**src/rtl/fp_pkg.sv**
```systemverilog
// fp_pkg: shared binary32 types, rounding/FSM enums, constants and special-operand classifier for fp_div_seq
package fp_pkg;
  typedef enum logic [2:0] {RNE = 3'd0, RTZ = 3'd1, RDN = 3'd2, RUP = 3'd3, RMM = 3'd4} rmode_e;
  typedef enum logic [1:0] {IDLE, DIV, ROUND, DONE} div_state_e;
  typedef struct packed {
    logic        s;
    logic [7:0]  e;
    logic [22:0] f;
  } fp32_t;
  typedef struct packed {
    logic        hit;
    logic        dbz;
    logic [31:0] z;
  } fp_spec_t;
  localparam logic [9:0]  BIAS    = 10'd127;
  localparam logic [31:0] FP_QNAN = 32'h7FC00000;
  function automatic fp_spec_t div_special(input fp32_t x, input fp32_t y);
    fp_spec_t r;
    logic s, zx, zy, ix, iy, nan;
    s   = x.s ^ y.s;
    zx  = x.e == 8'h00;
    zy  = y.e == 8'h00;
    ix  = x.e == 8'hFF && x.f == 23'd0;
    iy  = y.e == 8'hFF && y.f == 23'd0;
    nan = (x.e == 8'hFF && x.f != 23'd0) || (y.e == 8'hFF && y.f != 23'd0) || (zx && zy) || (ix && iy);
    r.hit = nan | zx | zy | ix | iy;
    r.dbz = !nan && !ix && zy;
    r.z   = nan ? FP_QNAN : (ix || zy) ? {s, 8'hFF, 23'd0} : {s, 31'd0};
    return r;
  endfunction
endpackage

```
**src/rtl/fp_div_round.sv**
```systemverilog
// fp_div_round: combinational binary32 rounder (sign, mant[23:0], guard, sticky, r_mode -> frac[22:0], norm_r)
module fp_div_round
  import fp_pkg::*;
(
  input  logic        sign,
  input  logic [23:0] mant,
  input  logic        guard,
  input  logic        sticky,
  input  logic [2:0]  r_mode,
  output logic [22:0] frac,
  output logic        norm_r
);
  logic inc;
  logic [24:0] sum;
  always_comb begin
    inc = r_mode == RTZ ? 1'b0 :
          r_mode == RDN ? sign & (guard | sticky) :
          r_mode == RUP ? ~sign & (guard | sticky) :
          r_mode == RMM ? guard :
          guard & (sticky | mant[0]);
    sum = {1'b0, mant} + {24'd0, inc};
    norm_r = sum[24];
    frac = sum[23] ? sum[22:0] : 23'd0;
  end
endmodule

```
**src/rtl/fp_div_seq.sv**
```systemverilog
// fp_div_seq: sequential binary32 divider, restoring radix-2 (clk, rst_n, start, fp_X, fp_Y, r_mode -> busy, done, fp_Z, ovrf, udrf, dbz); FP_DIV_EARLY_EXC_EN finishes special operands in one cycle
module fp_div_seq
  import fp_pkg::*;
(
  input  logic        clk,
  input  logic        rst_n,
  input  logic        start,
  input  logic [31:0] fp_X,
  input  logic [31:0] fp_Y,
  input  logic [2:0]  r_mode,
  output logic        busy,
  output logic        done,
  output logic [31:0] fp_Z,
  output logic        ovrf,
  output logic        udrf,
  output logic        dbz
);
  div_state_e state, nxt;
  fp32_t x, y;
  fp_spec_t sin, spr, src;
  logic sgn, ge, early, ld, g, st, nr, of, uf;
  logic [7:0] ex, ey;
  logic [23:0] dvs, d, mant;
  logic [24:0] rem;
  logic [26:0] q;
  logic [4:0] cnt;
  logic [2:0] rm;
  logic [22:0] frac;
  logic [9:0] e;
  logic [31:0] z_n;
  assign x = fp_X;
  assign y = fp_Y;
  assign sin = div_special(x, y);
`ifdef FP_DIV_EARLY_EXC_EN
  assign early = sin.hit;
  assign src = state == IDLE ? sin : spr;
`else
  assign early = 1'b0;
  assign src = spr;
`endif
  always_ff @(posedge clk or negedge rst_n)
    if (!rst_n) state <= IDLE;
    else state <= nxt;
  always_comb
    nxt = state == IDLE  ? (start ? (early ? DONE : DIV) : IDLE) :
          state == DIV   ? (cnt == 5'd0 ? ROUND : DIV) :
          state == ROUND ? DONE : IDLE;
  always_comb begin
    busy = state != IDLE;
    done = state == DONE;
  end
  always_comb begin
    ge = rem >= {1'b0, dvs};
    d = ge ? 24'(rem - {1'b0, dvs}) : rem[23:0];
  end
  always_ff @(posedge clk or negedge rst_n)
    if (!rst_n) begin
      sgn <= 1'b0;
      ex  <= 8'd0;
      ey  <= 8'd0;
      dvs <= 24'd0;
      rem <= 25'd0;
      q   <= 27'd0;
      cnt <= 5'd0;
      rm  <= 3'd0;
      spr <= '0;
    end else if (state == IDLE && start) begin
      sgn <= x.s ^ y.s;
      ex  <= x.e;
      ey  <= y.e;
      dvs <= {1'b1, y.f};
      rem <= {2'b01, x.f};
      q   <= 27'd0;
      cnt <= 5'd26;
      rm  <= r_mode;
      spr <= sin;
    end else if (state == DIV) begin
      q   <= {q[25:0], ge};
      rem <= {d, 1'b0};
      cnt <= cnt - 5'd1;
    end
  always_comb begin
    mant = q[26] ? q[26:3] : q[25:2];
    g = q[26] ? q[2] : q[1];
    st = (q[26] ? |q[1:0] : q[0]) | (|rem);
  end
  fp_div_round u_round (
    .sign  (sgn),
    .mant  (mant),
    .guard (g),
    .sticky(st),
    .r_mode(rm),
    .frac  (frac),
    .norm_r(nr)
  );
  always_comb begin
    e = {2'b00, ex} - {2'b00, ey} + BIAS - {9'd0, ~q[26]} + {9'd0, nr};
    of = ~e[9] & (e >= 10'd255);
    uf = e[9] | (e == 10'd0);
    z_n = src.hit ? src.z : of ? {sgn, 8'hFF, 23'd0} : uf ? {sgn, 31'd0} : {sgn, e[7:0], frac};
    ld = nxt == DONE && state != DONE;
  end
  always_ff @(posedge clk or negedge rst_n)
    if (!rst_n) begin
      fp_Z <= 32'd0;
      ovrf <= 1'b0;
      udrf <= 1'b0;
      dbz  <= 1'b0;
    end else if (ld) begin
      fp_Z <= z_n;
      ovrf <= ~src.hit & of;
      udrf <= ~src.hit & ~of & uf;
      dbz  <= src.hit & src.dbz;
    end
endmodule

```
**config.mk**
```make
export PLATFORM = sky130hd
export DESIGN_NAME = fp_div_seq
export DESIGN_NICKNAME = d
export VERILOG_FILES = /design/src/rtl/fp_pkg.sv /design/src/rtl/fp_div_round.sv /design/src/rtl/fp_div_seq.sv
export SDC_FILE = /design/constraint.sdc
export NUM_CORES = 1
export LEC_CHECK = 0
export CORE_AREA = 8 8 212 113
export DETAILED_ROUTE_END_ITERATION = 8
export DIE_AREA = 0 0 220 121
export HOLD_SLACK_MARGIN = 0.12
export PLACE_DENSITY = 0.65
export RECOVER_POWER = 50
export SLEW_MARGIN = 20
export SYNTH_ARGS = -nofsm -noshare
export SYNTH_HDL_FRONTEND = slang
export SYNTH_SLANG_ARGS = --single-unit
```
**constraint.sdc**
```tcl
create_clock -name clk -period 13.8 [get_ports clk]
set_clock_uncertainty 0.05 [all_clocks]
set_input_delay 2.76 -clock clk [delete_from_list [all_inputs] [get_ports clk]]
set_output_delay 2.76 -clock clk [all_outputs]
set_load 0.02 [all_outputs]
```
==> flow_summary.ini, run 1 <==
[status]
status = finished, violations left
violations = max-capacitance violations, max-slew violations

[synthesis]
syn_area_sq_um = 9190
synth_ff_type = dfrtp_1
yosys_warnings = 0
synthArstFlopShare_pct = 100
ys_types = 70
synth-seq-cells = 143
seq_area_frac_synth_pct = 38.9
synth.area.top_cells = dfrtp_1, nand2_1, ha_1
synth_top_cell_area_share_pct = 38.9
synth-edff-count = 0
syn_area_per_cell_sq_um = 8.78
synth_fp_nets = 1164
post-synth-top-area-cell = dfrtp_1
synth_cells = 1047

[setup_path]
cp_num_buf_inv = 2
path_class = input pin to async pin
cpPeakStageDelay_ns = 2.86
r2r_slack_ns = 7.04
crit_family = buffers and inverters
regToRegStartpoint = q[26]
reg2reg_depth = 25
crit_path_max_fanout = 72
path_depth = 2
worstSetupStartpointType = input pin
crit_chain = clkbuf_1, clkbuf_1
required_ns = 13.41
path_common_cell = clkbuf_1
worstSetupEndpointType = async pin
crit_arrival_ns = 8.46
critical-path-slowest-cell = clkbuf_1
crit_path_end = dvs[15]
startpoint = rst_n
worst_r2r_endpoint = fp_Z[22]

[cells_and_area]
num_antenna_cells = 0
drive_above_1_share_pct = 5.60
final_util_pct = 52.0
regArea_sq_um = 3580
fill_cells = 2001
area_growth_pct = 18.9
multiInputGateArea_sq_um = 5120
final_nets = 1229

[die]
die_w_microns = 220
initial_core_util_pct = 43.7
coreArea_sq_um = 21000
boundaryPins = 107
chipHeight_microns = 121
rows = 38
die-area_sq_um = 26600

[global_route]
grt.total_usage_pct = 19.8
grt_pass1_vias = 7394
antenna_found_initial = 0
grt_first_pass_wirelength_microns = 41900
grt_max_degree = 73
grt-ovfl-total = 0

[cts]
numClockSinks = 143
tritoncts = yes
insertion_delay_ns = 0.44
cts_buffers = 17
cts_max_path_buffers = 2
postCtsResizedCells = 0
cts-root-buf = clkbuf_16
clk_pin_slew_worst_paths_ns = 0.06
post_cts_buffers = 0
h-tree-depth = 4
cts_hold_buf = 0

[pwr]
p_per_area_nw_per_um2 = 304
power_leakage_nw = 4.64
peakVddDrop_mv = 0.287
power_mw = 3.32

[drt]
drc = 0
drtIter0Drc = 741
antenna_left = 0
totalWireLength_microns = 26000
wire_per_inst_microns = 18.5
viasPerCell = 5.62
first_pass_iters = 5
vias = 7895

[sta]
rsz0062_at_grt = false
setup_ws_ns = 4.95
finalMaxSlewViolations = 287
fmax_ghz = 0.113
tightestPinTransition_ns = 4.02
setup_viol = 0
tns_ns = 0
maxSlewHeadroom_pct = -168
hold_viol_final = 0
final.period_utilization_pct = 64.1
min_period_ns = 8.85

[placed_design]
dp_hpwl_microns = 18900
pre_cts_ws_ns = 7.10
portBuffers = 106
gp_congestion = 0.913

[worst_hold_path]
hp-class = flop to flop

[job]
maxCapViolCount = 5
[cell usage after synthesis (7+ instances only)]
cell type,count
a31oi_1,8
a21o_1,18
nand3_1,26
and3_1,13
nor4_1,23
nor3_1,14
and2_1,8
xor2_1,33
xnor2_1,30
o21ai_0,90
mux2i_1,29
clkbuf_1,49
nand2_1,175
nand4_1,11
nand2b_1,7
dfrtp_1,143
a221o_1,11
inv_1,52
o21ai_1,10
a22o_1,31
ha_1,43
nor2b_1,13
a21oi_1,46
nor2_1,41
a211oi_1,9
[report_power, final]
| part | switching (mW) | internal (mW) |
|---|---|---|
| Combinational | 1.29 | 0.860 |
| Clock | 0.198 | 0.276 |
| Sequential | 0.135 | 0.565 |
[registers in the layout, summed over array words and instances (netlist names)]
register / cells
fp_Z: 32
q: 27
rem: 25
dvs: 24
ex: 8
ey: 8
cnt: 5
spr: 5
rm: 3
state: 2
dbz: 1
ovrf: 1
sgn: 1
udrf: 1
[area by class of cell]
| class | instances | area share [%] |
|---|---|---|
| Timing Repair Buffer | 113 | 10.0 |
| Clock buffer | 19 | 4.14 |
| Sequential cell | 143 | 32.7 |
| Inverter | 52 | 1.79 |
| Clock inverter | 13 | 1.27 |
| Multi-Input combinational cell | 785 | 46.8 |
| Tap cell | 280 | 3.20 |
[stage by stage]
step	hold WS, ns	instances	instance area, sq um
6_report	0.410	1405	10900
5_1_grt	0.458	1405	10900
4_1_cts	0.406	1405	11000
3_5_place_dp	0.393	1373	10400
3_3_place_gp	0.385	1373	10400
2_1_floorplan	0.368	1047	9190
[cell usage in the layout (no fill, tap or decap), types with 5 or more instances in the layout]
| cell type | instances |
|---|---|
| a211oi_1 | 9 |
| a21o_1 | 18 |
| a21oi_1 | 46 |
| a221o_1 | 11 |
| a22o_1 | 31 |
| a31oi_1 | 8 |
| and2_1 | 7 |
| and3_1 | 13 |
| clkbuf_16 | 17 |
| clkdlybuf4s50_1 | 104 |
| clkinvlp_4 | 5 |
| dfrtp_1 | 142 |
| ha_1 | 43 |
| inv_1 | 52 |
| mux2_2 | 6 |
| mux2i_1 | 29 |
| nand2_1 | 175 |
| nand2b_1 | 6 |
| nand3_1 | 26 |
| nand4_1 | 11 |
| nor2_1 | 41 |
| nor2b_1 | 12 |
| nor3_1 | 14 |
| nor4_1 | 23 |
| o21a_1 | 5 |
| o21ai_0 | 92 |
| o21ai_1 | 8 |
| o31ai_1 | 6 |
| xnor2_1 | 30 |
| xor2_1 | 33 |
[per-layer routing]
metal / up-vias / track usage, % / routed length [microns]
met2: 265 / 25.5 / 10000
met1: 3745 / 31.7 / 13800
met4: 0 / 4.45 / 230
met5: - / 0 / 0
li1: 3867 / - / -
met3: 18 / 4.93 / 1920
[worst min path at each step]
stage,from,endpoint,slack [ns],cells past startpoint
5_1_grt,dvs[23],dvs[23],0.46,2
3_3_place_gp,dvs[23],dvs[23],0.39,2
4_1_cts,dvs[23],dvs[23],0.41,2
2_1_floorplan,dvs[23],dvs[23],0.37,2
6_report,dvs[23],dvs[23],0.41,2
3_5_place_dp,dvs[23],dvs[23],0.39,2
[cells by family (layout without fill, tap and decap cells)]
kind of cell	after synthesis	count (layout)	share of synthesized area, %
buffers and inverters	119	197	5.44
xor gates and xnor gates	63	63	6.00
muxes	36	36	4.06
DFF	143	143	38.9
AOI/OAI and AO/OA	275	275	19.7
and+or+nand+nor	363	363	19.0
adders and majority gates	48	48	6.83
(Power assumes the default switching activity.)
==> run 2, diff against run 1 <==
- PLACE_DENSITY: 0.65 -> 0.68
- clock period: 13.8 -> 7.21 ns (I/O delays scaled with it)
==> run 2 against run 1 <==
Sequential share of layout area barely moved. The run still ends with max-capacitance violations, max-slew violations left. Via count rose by 0.46%. Global-route usage fell by 0.18 points. Critical path depth rose by 21. Setup slack got worse by 4.0 ns. Register-to-register slack got worse by 6.1 ns. Combinational power rose by 91%. Cell area barely moved. Total power rose by 90%. Die area did not move. Clock-buffer cell count fell by 2. Clock power rose by 84%.
==> flow_summary.ini, run 2 (synthesis results as in run 1) <==
[sta]
maxSlewHeadroom_pct = -207
tns_ns = 0
final.period_utilization_pct = 87.4
hold_viol_final = 0
min_period_ns = 6.30
finalMaxSlewViolations = 219
rsz0062_at_grt = false
hold_slack_ns = 0.406
setup_viol = 0
setup_ws_ns = 0.908
tightestPinTransition_ns = 4.61
fmax_ghz = 0.159

[drt]
viasPerCell = 5.64
drtIter0Drc = 758
antenna_left = 0
totalWireLength_microns = 25700
first_pass_iters = 5
wire_per_inst_microns = 18.3
drc = 0
vias = 7931

[setup_path]
required_ns = 7.52
path_class = flop to flop
crit_path_max_fanout = 23
worstSetupStartpointType = flop
worstSetupEndpointType = flop
reg2reg_depth = 23
crit_arrival_ns = 6.61

[die]
die-area_sq_um = 26600
die_w_microns = 220
initial_core_util_pct = 43.7
coreArea_sq_um = 21000
chipHeight_microns = 121
boundaryPins = 107
rows = 38

[cells_and_area]
fill_cells = 1967
drive_above_1_share_pct = 5.69
final_nets = 1230
final_cell_mix = nand2_1, dfrtp_1, clkdlybuf4s50_1
multiInputGateArea_sq_um = 5120
largest_register_ffs = 32
area_growth_pct = 18.8
top_regs = fp_Z (32), q (27), rem (25)
regArea_sq_um = 3580
num_antenna_cells = 0
finalInstanceArea_sq_um = 10900
layout.cells.non_filler = 1405
largest-register = fp_Z
final_util_pct = 52.0
final_common_cell = nand2_1

[placed_design]
pre_cts_ws_ns = 1.04
dp_hpwl_microns = 19000
portBuffers = 106
placed_area_sq_um = 10400
dp_cells = 1374
gp_congestion = 0.925

[global_route]
antenna_found_initial = 0
grt-ovfl-total = 0
grt_first_pass_wirelength_microns = 41900
grt.total_usage_pct = 19.6
grt_pass1_vias = 7558
grt_max_degree = 86

[cts]
cts_buffers = 17
cts_max_path_buffers = 2
cts_hold_buf = 0
insertion_delay_ns = 0.42
postCtsResizedCells = 0
cts-root-buf = clkbuf_16
post_cts_buffers = 0
tritoncts = yes
clk_pin_slew_worst_paths_ns = 0.06
numClockSinks = 143
h-tree-depth = 4

[pwr]
peakVddDrop_mv = 0.558
power_mw = 6.30
power_leakage_nw = 4.65
p_per_area_nw_per_um2 = 577

[worst_hold_path]
hp-class = flop to flop
whs_path_depth = 2

[status]
status = finished, violations left
violations = max-capacitance violations, max-slew violations

[job]
maxCapViolCount = 4
==> run 2: cell types whose count changed in the layout (fill, tap and decap cells not counted), sizes merged <==
cell | previous run | this run
clkbuf | 23 | 20
clkinvlp | 5 | 4
buf | 4 | 6
clkinv | 5 | 7
==> run 2: worst paths after layout <==
check | slack [ns] | start | end
hold / removal | 0.41 | dvs[23] | dvs[23]
max in group asynchronous | 1.86 | rst_n | q[26]
setup reg to reg | 0.91 | rem[17] | fp_Z[22]
setup / recovery | 0.91 | rem[17] | fp_Z[22]
min in group asynchronous | 2.63 | rst_n | fp_Z[29]
hold reg to reg | 0.41 | dvs[23] | dvs[23]
==> run 2: final cells by class <==
type / count / share of cell area, %
Clock buffer: 17 / 3.89
Tap cell: 280 / 3.21
Inverter: 52 / 1.79
Sequential cell: 143 / 32.8
Timing Repair Buffer: 114 / 10.1
Clock inverter: 14 / 1.33
Multi-Input combinational cell: 785 / 46.9
==> run 2: where the power goes <==
group	switching [mW]	leakage, nW	internal (mW)
registers	0.244	1.83	1.08
logic	2.46	2.55	1.64
clock network	0.364	0.271	0.507
total	3.07	4.65	3.23
==> run 2: critical path, stage by stage (launching register included) <==
cell,delay [ns]
dfrtp_1,0.41
nor4_1,0.52
nand4_1,0.19
or3_1,0.40
maj3_1,0.35
nand2_1,0.07
a21oi_1,0.07
ha_1,0.24
ha_1,0.24
nand3_1,0.13
or4b_4,0.18
nor2_4,0.06
nand2_1,0.11
nor2_1,0.07
fa_1,0.36
ha_1,0.23
a21oi_1,0.14
nor2_1,0.08
o32ai_1,0.55
nand4b_1,0.22
o32ai_1,0.09
a211oi_1,0.41
and4_1,0.83
a41o_1,0.26
==> run 2: per-layer routing <==
layer / track usage [%] / share of wire (%) / vias to the layer above
met5: 0 / 0 / -
met4: 3.26 / 0.48 / 0
met3: 4.38 / 7.4 / 14
met2: 26.6 / 39 / 238
met1: 31.1 / 53 / 3815
li1: - / - / 3864
